===== config.mk =====
export PLATFORM = sky130hd
export DESIGN_NAME = framebuffer_arbiter_flat
export DESIGN_NICKNAME = d
export VERILOG_FILES = /design/src/rtl/fb_arb_pkg.sv /design/src/rtl/framebuffer_arbiter_if.sv /design/src/rtl/fb_arb_stats.sv /design/src/rtl/framebuffer_arbiter.sv /design/src/flat_wrapper.sv
export SDC_FILE = /design/constraint.sdc
export NUM_CORES = 1
export LEC_CHECK = 0
export ABC_AREA = 1
export ABC_CLOCK_PERIOD_IN_PS = 5000
export BUFFER_PORTS_ARGS = -buffer_cell sky130_fd_sc_hd__buf_4
export CORE_AREA = 2 2 113 115
export DETAILED_ROUTE_END_ITERATION = 12
export DIE_AREA = 0 0 115 117
export GPL_TIMING_DRIVEN = 0
export PLACE_DENSITY = 0.63
export SLEW_MARGIN = 20
export SYNTH_ARGS = -nofsm -noshare
export SYNTH_HDL_FRONTEND = slang
export SYNTH_HIERARCHICAL = 1
export SYNTH_SLANG_ARGS = --single-unit

===== constraint.sdc =====
create_clock -name clk -period 5 [get_ports clk]
set_clock_uncertainty 0.15 [all_clocks]
set_input_delay 1 -clock clk [delete_from_list [all_inputs] [get_ports clk]]
set_output_delay 1 -clock clk [all_outputs]
set_load 0.05 [all_outputs]

===== src/rtl/fb_arb_pkg.sv =====
// Shared types and constants for the framebuffer arbiter.
// The FB_ARB_STATS_EN build option is described in framebuffer_arbiter.sv.
package fb_arb_pkg;

   typedef enum logic {
      IDLE    = 1'b0,
      CPU_ACK = 1'b1
   } state_t;

   typedef enum logic [1:0] {
      OWN_NONE = 2'd0,
      OWN_VGA  = 2'd1,
      OWN_CPU  = 2'd2
   } owner_t;

   localparam int CPU_MAX_WAIT_DEFAULT = 8;
   localparam int WAIT_CNT_WIDTH       = 8;
   localparam int STAT_WIDTH           = 32;

endpackage


===== src/rtl/framebuffer_arbiter_if.sv =====
// Bundles the VGA fetch, CPU bus and framebuffer memory signals around the arbiter.
// slave = arbiter side, master = requesters plus memory.
interface framebuffer_arbiter_if #(
   parameter int ADDR_WIDTH = 17,
   parameter int DATA_WIDTH = 32
);

   logic                      vga_req;
   logic [ADDR_WIDTH-1:0]     vga_addr;
   logic                      vga_gnt;
   logic                      vga_rvalid;
   logic [DATA_WIDTH-1:0]     vga_rdata;

   logic                      cpu_req;
   logic                      cpu_we;
   logic [ADDR_WIDTH-1:0]     cpu_addr;
   logic [DATA_WIDTH-1:0]     cpu_wdata;
   logic [DATA_WIDTH/8-1:0]   cpu_wstrb;
   logic                      cpu_ack;
   logic [DATA_WIDTH-1:0]     cpu_rdata;

   logic                      mem_en;
   logic [DATA_WIDTH/8-1:0]   mem_we;
   logic [ADDR_WIDTH-1:0]     mem_addr;
   logic [DATA_WIDTH-1:0]     mem_wdata;
   logic [DATA_WIDTH-1:0]     mem_rdata;

   modport slave (
      input  vga_req, vga_addr,
      output vga_gnt, vga_rvalid, vga_rdata,
      input  cpu_req, cpu_we, cpu_addr, cpu_wdata, cpu_wstrb,
      output cpu_ack, cpu_rdata,
      output mem_en, mem_we, mem_addr, mem_wdata,
      input  mem_rdata
   );

   modport master (
      output vga_req, vga_addr,
      input  vga_gnt, vga_rvalid, vga_rdata,
      output cpu_req, cpu_we, cpu_addr, cpu_wdata, cpu_wstrb,
      input  cpu_ack, cpu_rdata,
      input  mem_en, mem_we, mem_addr, mem_wdata,
      output mem_rdata
   );

endinterface


===== src/rtl/fb_arb_stats.sv =====
// Free-running 32-bit wrapping counters of VGA grants and CPU blocked cycles.
// Only instantiated when FB_ARB_STATS_EN is defined.
module fb_arb_stats
   import fb_arb_pkg::*;
(
   input  logic                  clk,
   input  logic                  rst_n,
   input  logic                  i_vgaGnt,
   input  logic                  i_cpuStall,
   output logic [STAT_WIDTH-1:0] o_vgaCnt,
   output logic [STAT_WIDTH-1:0] o_cpuStallCnt
);

   logic [STAT_WIDTH-1:0] r_vgaCnt;
   logic [STAT_WIDTH-1:0] r_cpuStallCnt;

   always_ff @(posedge clk or negedge rst_n) begin
      if (!rst_n) begin
         r_vgaCnt      <= '0;
         r_cpuStallCnt <= '0;
      end else begin
         if (i_vgaGnt) begin
            r_vgaCnt <= r_vgaCnt + 1'b1;
         end
         if (i_cpuStall) begin
            r_cpuStallCnt <= r_cpuStallCnt + 1'b1;
         end
      end
   end

   assign o_vgaCnt      = r_vgaCnt;
   assign o_cpuStallCnt = r_cpuStallCnt;

endmodule


===== src/rtl/framebuffer_arbiter.sv =====
// Single-port framebuffer BRAM arbiter: VGA scanout has priority, CPU is starvation-protected.
// Define FB_ARB_STATS_EN to build the grant/stall statistics counters.
module framebuffer_arbiter
   import fb_arb_pkg::*;
#(
   parameter int ADDR_WIDTH   = 17,
   parameter int DATA_WIDTH   = 32,
   parameter int CPU_MAX_WAIT = CPU_MAX_WAIT_DEFAULT
) (
   input  logic                     clk,
   input  logic                     rst_n,
   framebuffer_arbiter_if.slave     bus,
   output logic [STAT_WIDTH-1:0]    stat_vga_cnt,
   output logic [STAT_WIDTH-1:0]    stat_cpu_stall_cnt
);

   localparam int                        STRB_WIDTH = DATA_WIDTH / 8;
   localparam logic [WAIT_CNT_WIDTH-1:0] MAX_WAIT   = WAIT_CNT_WIDTH'(CPU_MAX_WAIT);

   state_t                    r_state;
   state_t                    w_nextState;
   owner_t                    w_owner;
   logic [WAIT_CNT_WIDTH-1:0] r_waitCnt;

   logic                      w_cpuStarved;
   logic                      w_cpuGnt;
   logic                      w_vgaGnt;
   logic                      w_cpuStall;

   logic                      r_vgaRvalid;
   logic                      r_cpuAck;
   logic                      r_cpuRead;

   logic                      w_memEn;
   logic [STRB_WIDTH-1:0]     w_memWe;
   logic [ADDR_WIDTH-1:0]     w_memAddr;
   logic [DATA_WIDTH-1:0]     w_memWdata;

   assign w_cpuStarved = bus.cpu_req && (r_state == IDLE) && (r_waitCnt == MAX_WAIT);

   // Arbitration and next state; CPU_ACK always falls back to IDLE so an
   // abandoned request can never wedge the FSM.
   always_comb begin
      w_owner     = OWN_NONE;
      w_nextState = IDLE;
      if (w_cpuStarved) begin
         w_owner = OWN_CPU;
      end else if (bus.vga_req) begin
         w_owner = OWN_VGA;
      end else if (bus.cpu_req && (r_state == IDLE)) begin
         w_owner = OWN_CPU;
      end
      if (w_owner == OWN_CPU) begin
         w_nextState = CPU_ACK;
      end
   end

   assign w_cpuGnt   = (w_owner == OWN_CPU);
   assign w_vgaGnt   = (w_owner == OWN_VGA);
   assign w_cpuStall = bus.cpu_req && (r_state == IDLE) && !w_cpuGnt;

   always_ff @(posedge clk or negedge rst_n) begin
      if (!rst_n) begin
         r_state <= IDLE;
      end else begin
         r_state <= w_nextState;
      end
   end

   always_ff @(posedge clk or negedge rst_n) begin
      if (!rst_n) begin
         r_waitCnt <= '0;
      end else if (w_cpuGnt) begin
         r_waitCnt <= '0;
      end else if (w_cpuStall && (r_waitCnt != MAX_WAIT)) begin
         r_waitCnt <= r_waitCnt + 1'b1;
      end
   end

   always_comb begin
      w_memEn    = 1'b0;
      w_memWe    = '0;
      w_memAddr  = '0;
      w_memWdata = '0;
      unique case (w_owner)
         OWN_VGA: begin
            w_memEn   = 1'b1;
            w_memAddr = bus.vga_addr;
         end
         OWN_CPU: begin
            w_memEn    = 1'b1;
            w_memAddr  = bus.cpu_addr;
            w_memWdata = bus.cpu_wdata;
            w_memWe    = bus.cpu_we ? bus.cpu_wstrb : '0;
         end
         default: begin
         end
      endcase
   end

   assign bus.mem_en    = w_memEn;
   assign bus.mem_we    = w_memWe;
   assign bus.mem_addr  = w_memAddr;
   assign bus.mem_wdata = w_memWdata;
   assign bus.vga_gnt   = w_vgaGnt;

   // The memory returns data one cycle after mem_en, so the response
   // flags only need to remember who owned the port last cycle.
   always_ff @(posedge clk or negedge rst_n) begin
      if (!rst_n) begin
         r_vgaRvalid <= 1'b0;
         r_cpuAck    <= 1'b0;
         r_cpuRead   <= 1'b0;
      end else begin
         r_vgaRvalid <= w_vgaGnt;
         r_cpuAck    <= w_cpuGnt;
         r_cpuRead   <= w_cpuGnt && !bus.cpu_we;
      end
   end

   assign bus.vga_rvalid = r_vgaRvalid;
   assign bus.vga_rdata  = r_vgaRvalid ? bus.mem_rdata : '0;
   assign bus.cpu_ack    = r_cpuAck;
   assign bus.cpu_rdata  = (r_cpuAck && r_cpuRead) ? bus.mem_rdata : '0;

`ifdef FB_ARB_STATS_EN
   fb_arb_stats u_stats (
      .clk           (clk),
      .rst_n         (rst_n),
      .i_vgaGnt      (w_vgaGnt),
      .i_cpuStall    (w_cpuStall),
      .o_vgaCnt      (stat_vga_cnt),
      .o_cpuStallCnt (stat_cpu_stall_cnt)
   );
`else
   assign stat_vga_cnt       = '0;
   assign stat_cpu_stall_cnt = '0;
`endif

endmodule


===== src/flat_wrapper.sv =====
// flat-port wrapper written by rule: the top's interface ports become plain ports
module framebuffer_arbiter_flat import fb_arb_pkg::*;
#(
   parameter int ADDR_WIDTH   = 17,
   parameter int DATA_WIDTH   = 32,
   parameter int CPU_MAX_WAIT = CPU_MAX_WAIT_DEFAULT
)
  (clk, rst_n, stat_vga_cnt, stat_cpu_stall_cnt, bus_vga_req, bus_vga_addr, bus_vga_gnt, bus_vga_rvalid, bus_vga_rdata, bus_cpu_req, bus_cpu_we, bus_cpu_addr, bus_cpu_wdata, bus_cpu_wstrb, bus_cpu_ack, bus_cpu_rdata, bus_mem_en, bus_mem_we, bus_mem_addr, bus_mem_wdata, bus_mem_rdata);
  framebuffer_arbiter_if #(.ADDR_WIDTH(ADDR_WIDTH), .DATA_WIDTH(DATA_WIDTH)) bus_i ();
  input  logic clk;
  input  logic rst_n;
  output logic [STAT_WIDTH-1:0] stat_vga_cnt;
  output logic [STAT_WIDTH-1:0] stat_cpu_stall_cnt;
  input wire logic [$bits(bus_i.vga_req)-1:0] bus_vga_req;
  input wire logic [$bits(bus_i.vga_addr)-1:0] bus_vga_addr;
  output wire logic [$bits(bus_i.vga_gnt)-1:0] bus_vga_gnt;
  output wire logic [$bits(bus_i.vga_rvalid)-1:0] bus_vga_rvalid;
  output wire logic [$bits(bus_i.vga_rdata)-1:0] bus_vga_rdata;
  input wire logic [$bits(bus_i.cpu_req)-1:0] bus_cpu_req;
  input wire logic [$bits(bus_i.cpu_we)-1:0] bus_cpu_we;
  input wire logic [$bits(bus_i.cpu_addr)-1:0] bus_cpu_addr;
  input wire logic [$bits(bus_i.cpu_wdata)-1:0] bus_cpu_wdata;
  input wire logic [$bits(bus_i.cpu_wstrb)-1:0] bus_cpu_wstrb;
  output wire logic [$bits(bus_i.cpu_ack)-1:0] bus_cpu_ack;
  output wire logic [$bits(bus_i.cpu_rdata)-1:0] bus_cpu_rdata;
  output wire logic [$bits(bus_i.mem_en)-1:0] bus_mem_en;
  output wire logic [$bits(bus_i.mem_we)-1:0] bus_mem_we;
  output wire logic [$bits(bus_i.mem_addr)-1:0] bus_mem_addr;
  output wire logic [$bits(bus_i.mem_wdata)-1:0] bus_mem_wdata;
  input wire logic [$bits(bus_i.mem_rdata)-1:0] bus_mem_rdata;
  assign bus_i.vga_req = bus_vga_req;
  assign bus_i.vga_addr = bus_vga_addr;
  assign bus_vga_gnt = bus_i.vga_gnt;
  assign bus_vga_rvalid = bus_i.vga_rvalid;
  assign bus_vga_rdata = bus_i.vga_rdata;
  assign bus_i.cpu_req = bus_cpu_req;
  assign bus_i.cpu_we = bus_cpu_we;
  assign bus_i.cpu_addr = bus_cpu_addr;
  assign bus_i.cpu_wdata = bus_cpu_wdata;
  assign bus_i.cpu_wstrb = bus_cpu_wstrb;
  assign bus_cpu_ack = bus_i.cpu_ack;
  assign bus_cpu_rdata = bus_i.cpu_rdata;
  assign bus_mem_en = bus_i.mem_en;
  assign bus_mem_we = bus_i.mem_we;
  assign bus_mem_addr = bus_i.mem_addr;
  assign bus_mem_wdata = bus_i.mem_wdata;
  assign bus_i.mem_rdata = bus_mem_rdata;
  framebuffer_arbiter #(.ADDR_WIDTH(ADDR_WIDTH), .DATA_WIDTH(DATA_WIDTH), .CPU_MAX_WAIT(CPU_MAX_WAIT)) u_core (.clk(clk), .rst_n(rst_n), .bus(bus_i), .stat_vga_cnt(stat_vga_cnt), .stat_cpu_stall_cnt(stat_cpu_stall_cnt));
endmodule

==> results.yml, run 1 <==
yosys:
  netlist_instances: 383
  synth_seq_cells: 11
  yosysWarnings: 6
  yosysSeqAreaShare_pct: 12.54
  syn-cell-area_sq_um: 2196
  yosysUniqueCellTypes: 25
  post_synth.cell_area_avg_sq_um: 5.733
power_and_ir_drop:
  power_density_nw_per_um2: 170.3
  leakage_uw: 0.002926
  vdd_drop_max_uv: 115.6
critical_path:
  r2r_cells: 8
  critPathRequiredTime_ps: 3850
  crit_top_cell: "buf_4"
  path_max_fanout: 10
  end_kind: "output port"
  cp-start-kind: "input port"
  cp.arrival_ps: 2190
  r2r_slack_ps: 3270
  crit_type: "input port to output port"
  crit_path_cell_trace: "buf_4, nand2_2, inv_2, nand3_2, buf_6, buf_4, a21boi_1, buf_4"
  cp_slowest_cell: "buf_4"
  slowest_delay_ps: 230
routing:
  drc: 0
  drt-pass1-iter-count: 4
  final_antenna_net_count: 0
  routed_via_density: 3.638
  dr.first_iter.drc_count: 60
  wirelength_microns: 8639
  wl_per_cell_microns: 10.46
  dr_total_vias: 3005
clock_tree:
  cts_hold_buf: 0
  cts_tree: "built"
  cts_max_path_buffers: 2
  clk_pin_slew_worst_paths_ps: 40
  h-tree-depth: 1
  clockRootBuffer: "clkbuf_16"
  cts_resized: 0
  cts.sinks: 11
  clock_latency_ps: 240
  post_cts_buffers: 0
  cts_made_buffers: 3
run:
  max_cap_viol_count: 0
sta:
  period_minus_slack_ps: 3340
  maxClockFrequency_mhz: 299.4
  slew_viol_final: 0
  setup_viol: 0
  tightest_slew_ps: 598.6
  fin_crit_sh_pct: 66.80
  grt_setup_unrepaired: "false"
  maxSlewHeadroom_pct: 60.09
  tns_ps: 0
  hold_violations: 0
cells_and_area:
  area_growth_pct: 100.2
  finalNonFillerCells: 826
  seq_area_sq_um: 275.3
  nets: 786
  drive_gt1_share_pct: 46.01
  antenna_cells: 0
  multi_input_area_sq_um: 1252
  final.fill_count: 1375
placed_design:
  gp_congestion: 0.7550
  dp_cells: 822
  portBuffers: 226
  hpwl_microns: 7557
global_routing:
  grt-ovfl-total: 0
  grt_pass1_vias: 2561
  top_usage_layer: "met2"
  gr-usage-met3_pct: 2.523
  grt_start_max_net_pins: 12
  grtUsageMet1_pct: 11.99
  grt_pass1_wl_microns: 11910
  grt_use_total_pct: 10.91
  use_met2_pct: 21.37
  antenna_found_initial: 0
floorplanning:
  die_w_microns: 115
  initial_core_util_pct: 17.84
  dieArea_sq_um: 13460
  chipHeight_microns: 117
  rows: 41
  io_pins: 292
  core_area_sq_um: 12310
outcome:
  status: "complete, no violations"
hold_path:
  min_path_type: "register to register"
  hold_depth: 2
==> critical path, delay by kind of cell <==
kind,cells,cell delay (ps)
buffers and inverters,5,800
and+or+nand+nor,2,210
AOI/OAI and AO/OA,1,170
==> cells by family (layout without fill, tap and decap cells) <==
family	after synthesis	in the layout	share of synthesized area (%)
AND/OR/NAND/NOR	166	166	31.34
buffers and inverters	161	391	41.20
AO/OA/AOI/OAI	40	40	12.82
flip-flops	11	11	12.54
adder cells (fa/ha/maj)	2	2	1.139
XOR/XNOR	2	2	0.7979
other	1	64	0.1708
==> layout by cell type, fill, tap and decap left out <==
master and instances:
a21boi_0 15, a21boi_1 17, a21oi_1 5, a31oi_1 1, buf_1 1, buf_2 3, buf_4 293, buf_6 6
clkbuf_1 8, clkbuf_16 3, conb_1 64, dfrtp_1 11, ha_1 2, inv_1 76, inv_2 1, nand2_1 94
nand2_2 1, nand2_4 1, nand2_8 1, nand3_1 22, nand3_2 1, nand4_1 1, nor2_1 44, nor2_2 1
o21ai_0 2, xor2_1 2
==> cells in the mapped netlist <==
cell,n,share of area (%)
nand4_1,1,0.29
nand3_1,22,5.0
buf_1,1,0.17
clkbuf_1,7,1.2
nand2_2,1,0.29
buf_2,3,0.68
nand2_1,94,16
inv_1,76,13
a21boi_1,17,5.8
xor2_1,2,0.80
dfrtp_1,11,13
o21ai_0,2,0.46
buf_6,6,3.1
nor2_1,44,7.5
a21boi_0,15,5.1
inv_2,1,0.17
nand2_8,1,0.91
buf_4,67,23
nor2_2,1,0.29
nand3_2,1,0.46
nand2_4,1,0.51
conb_1,1,0.17
a21oi_1,5,1.1
a31oi_1,1,0.29
ha_1,2,1.1
==> path summary, 6_finish.rpt <==
| path | startpoint | endpoint |
|---|---|---|
| worst max-delay path | bus_cpu_req | bus_mem_wdata[26] |
| worst min-delay path | u_core/r_waitCnt[0]$_DFFE_PN0P_ | u_core/r_waitCnt[0]$_DFFE_PN0P_ |
| worst max register to register | u_core/r_waitCnt[0]$_DFFE_PN0P_ | u_core/r_cpuRead$_DFF_PN0_ |
| worst min register to register | u_core/r_waitCnt[0]$_DFFE_PN0P_ | u_core/r_waitCnt[0]$_DFFE_PN0P_ |
| max in group asynchronous | rst_n | u_core/bus.vga_rvalid$_DFF_PN0_ |
| min in group asynchronous | rst_n | u_core/bus.cpu_ack$_DFF_PN0_ |
==> report_power, final <==
| group | switching, uW | leakage, uW | internal (uW) | total, uW |
|---|---|---|---|---|
| clock | 38.0 | 0.0000382 | 107 | 145 |
| combinational | 333 | 0.00274 | 168 | 501 |
| sequential | 6.79 | 0.000148 | 95.8 | 103 |
| total | 378 | 0.00293 | 370 | 749 |
==> per-stage QoR <==
stage	total power, uW	hold slack [ps]	area, sq um	worst slack [ps]	util (%)
floorplan	461.4	348.7	2432	1099	-
global route	789.6	424.4	4395	1541	35.70
detailed placement	605.9	378.6	4317	1617	35.06
finish	748.6	384.2	4395	1660	35.70
CTS	754.7	386.7	4395	1609	35.70
global placement	604.1	372.2	4317	1628	35.06
==> cell type report <==
class | count | share of cell area (%)
multi-input combinational | 274 | 28.49
buffer | 84 | 14.01
tap | 150 | 4.270
sequential | 11 | 6.262
clock buffer | 4 | 1.793
inverter | 77 | 6.576
timing repair buffer | 226 | 38.60
==> registers in the layout (all words and copies together) (netlist names) <==
name                   count
u_core/r_waitCnt           8
u_core/bus.cpu_ack         1
u_core/r_cpuRead           1
u_core/bus.vga_rvalid      1
==> per-layer routing <==
layer	vias up	routed length, microns
met3	6	974
met5	-	0
met4	0	51
met1	1240	3064
li1	1582	-
met2	177	4548
Power figures use the tool's default switching activity.
==> run 2, diff against run 1 <==
--- a/config.mk
+++ b/config.mk
@@ -6,13 +6,13 @@
 export NUM_CORES = 1
 export LEC_CHECK = 0
 export ABC_AREA = 1
-export ABC_CLOCK_PERIOD_IN_PS = 5000
+export ABC_CLOCK_PERIOD_IN_PS = 2900
 export BUFFER_PORTS_ARGS = -buffer_cell sky130_fd_sc_hd__buf_4
-export CORE_AREA = 2 2 113 115
+export CORE_AREA = 2 2 114 116
 export DETAILED_ROUTE_END_ITERATION = 12
-export DIE_AREA = 0 0 115 117
+export DIE_AREA = 0 0 116 118
 export GPL_TIMING_DRIVEN = 0
-export PLACE_DENSITY = 0.63
+export PLACE_DENSITY = 0.64
 export SLEW_MARGIN = 20
 export SYNTH_ARGS = -nofsm -noshare
 export SYNTH_HDL_FRONTEND = slang
==> constraint.sdc (replaced) <==
create_clock -name clk -period 2.9 [get_ports clk]
set_clock_uncertainty 0.15 [all_clocks]
set_input_delay 0.58 -clock clk [delete_from_list [all_inputs] [get_ports clk]]
set_output_delay 0.58 -clock clk [all_outputs]
set_load 0.05 [all_outputs]
==> run 2 against run 1 <==
Compared with the run above:
- critical endpoint is now bus_mem_we[2]
- register-to-register slack worse by 2100 ps
- total power up 72%
- largest power group unchanged
- worst setup slack worse by 1500 ps
- worst hold slack worse by 360 ps
- highest routed layer unchanged
- count of clock-buffer cells in the layout unchanged
==> results.yml, run 2 (same netlist as run 1, synthesis figures left out) <==
cells_and_area:
  drive_gt1_share_pct: 46.01
  seq_area_sq_um: 275.3
  finalNonFillerCells: 848
  top_register: "u_core/r_waitCnt"
  largest_reg_flops: 8
  area_growth_pct: 101.4
  final.fill_count: 1372
  nets: 786
  final_common_cell: "buf_4"
  antenna_cells: 0
  multi_input_area_sq_um: 1252
  mostFrequentLayoutCells: "buf_4 (293), nand2_1 (94), inv_1 (76)"
clock_tree:
  cts_made_buffers: 3
  clock_latency_ps: 230
  clk_pin_slew_worst_paths_ps: 40
  cts.sinks: 11
  clockRootBuffer: "clkbuf_16"
  post_cts_buffers: 0
  cts_resized: 0
  cts_tree: "built"
  cts_max_path_buffers: 2
  h-tree-depth: 1
  cts_hold_buf: 0
placed_design:
  portBuffers: 226
  hpwl_microns: 7933
  dp_cells: 844
  gp_congestion: 0.8253
outcome:
  status: "complete, no violations"
routing:
  drc: 0
  drt-pass1-iter-count: 4
  wl_met1_microns: 3047
  routed-wl-met2_microns: 4765
  dr.first_iter.drc_count: 61
  routed_via_density: 3.499
  topRoutingLayerUsed: "met4"
  dr_total_vias: 2967
  wl_met3_microns: 1021
  wl_per_cell_microns: 10.52
  final_antenna_net_count: 0
  wirelength_microns: 8919
floorplanning:
  io_pins: 292
  rows: 41
  chipHeight_microns: 118
  core_area_sq_um: 12410
  die_w_microns: 116
  initial_core_util_pct: 17.69
  dieArea_sq_um: 13690
global_routing:
  grt_pass1_wl_microns: 12990
  grt_use_total_pct: 11.64
  grt_pass1_vias: 2683
  antenna_found_initial: 0
  grt-ovfl-total: 0
  grt_start_max_net_pins: 12
critical_path:
  r2r_slack_ps: 1160
  slowest_delay_ps: 410
  end_kind: "output port"
  cp-start-kind: "register"
  cp.arrival_ps: 1990
  crit_type: "register to output port"
  cp_slowest_cell: "dfrtp_1"
  worst-path-buf-inv: 4
  critPathRequiredTime_ps: 2170
  crit_top_cell: "buf_4"
  path_max_fanout: 10
  path_delay_family: "buffers and inverters"
  crit_path_cell_trace: "inv_1, ha_1, nand2_1, nor2_1, nand3_2, buf_6, buf_4, a21oi_1, buf_4"
power_and_ir_drop:
  power_density_nw_per_um2: 291.7
  leakage_uw: 0.002926
  vdd_drop_max_uv: 166.2
sta:
  fin_crit_sh_pct: 93.65
  grt_setup_unrepaired: "false"
  maxClockFrequency_mhz: 368.2
  slew_viol_final: 0
  whs_ps: 19.51
  hold_violations: 0
  setup_viol: 0
  tns_ps: 0
  period_minus_slack_ps: 2716
hold_path:
  min_path_type: "input port to async pin"
run:
  max_cap_viol_count: 0
run 2: worst paths after layout:
kind                                                   end  cells after the start                       startpoint
setup / recovery                             bus_mem_we[2]                      9  u_core/r_waitCnt[0]$_DFFE_PN0P_
hold / removal             u_core/r_waitCnt[3]$_DFFE_PN0P_                      1                            rst_n
setup reg to reg                u_core/r_cpuRead$_DFF_PN0_                      8  u_core/r_waitCnt[0]$_DFFE_PN0P_
hold reg to reg            u_core/r_waitCnt[0]$_DFFE_PN0P_                      2  u_core/r_waitCnt[0]$_DFFE_PN0P_
max in group asynchronous  u_core/r_waitCnt[1]$_DFFE_PN0P_                      1                            rst_n
min in group clk           u_core/r_waitCnt[0]$_DFFE_PN0P_                      2  u_core/r_waitCnt[0]$_DFFE_PN0P_
run 2: final cells by class:
cell class,count,area share [%]
repair buffers,226,38.36
multi-input cells,274,28.32
plain buffers,84,13.92
inverters,77,6.535
flip-flops and latches,11,6.223
well taps,172,4.866
clock buffers,4,1.782
run 2: report_power, final:
part	switching, uW	leakage, uW	internal, uW
combinational	576	0.00274	289
clock	62.5	0.0000382	184
sequential	13.1	0.000148	165
run 2: stage by stage:
stage	instance area (sq um)	total power [uW]	util, %	setup slack, ps
floorplan	2432	795.4	-	-208.2
global placement	4344	1045	34.99	270.5
detailed placement	4344	1047	34.99	315.4
CTS	4423	1301	35.63	146.1
global route	4423	1358	35.63	26.43
finish	4423	1290	35.63	184.3
run 2: per-layer routing:
metal  up-vias  GRT usage, %
met3         6         1.854
met1      1200         11.65
met5         -             0
li1       1580             -
met4         0         2.307
met2       181         24.23
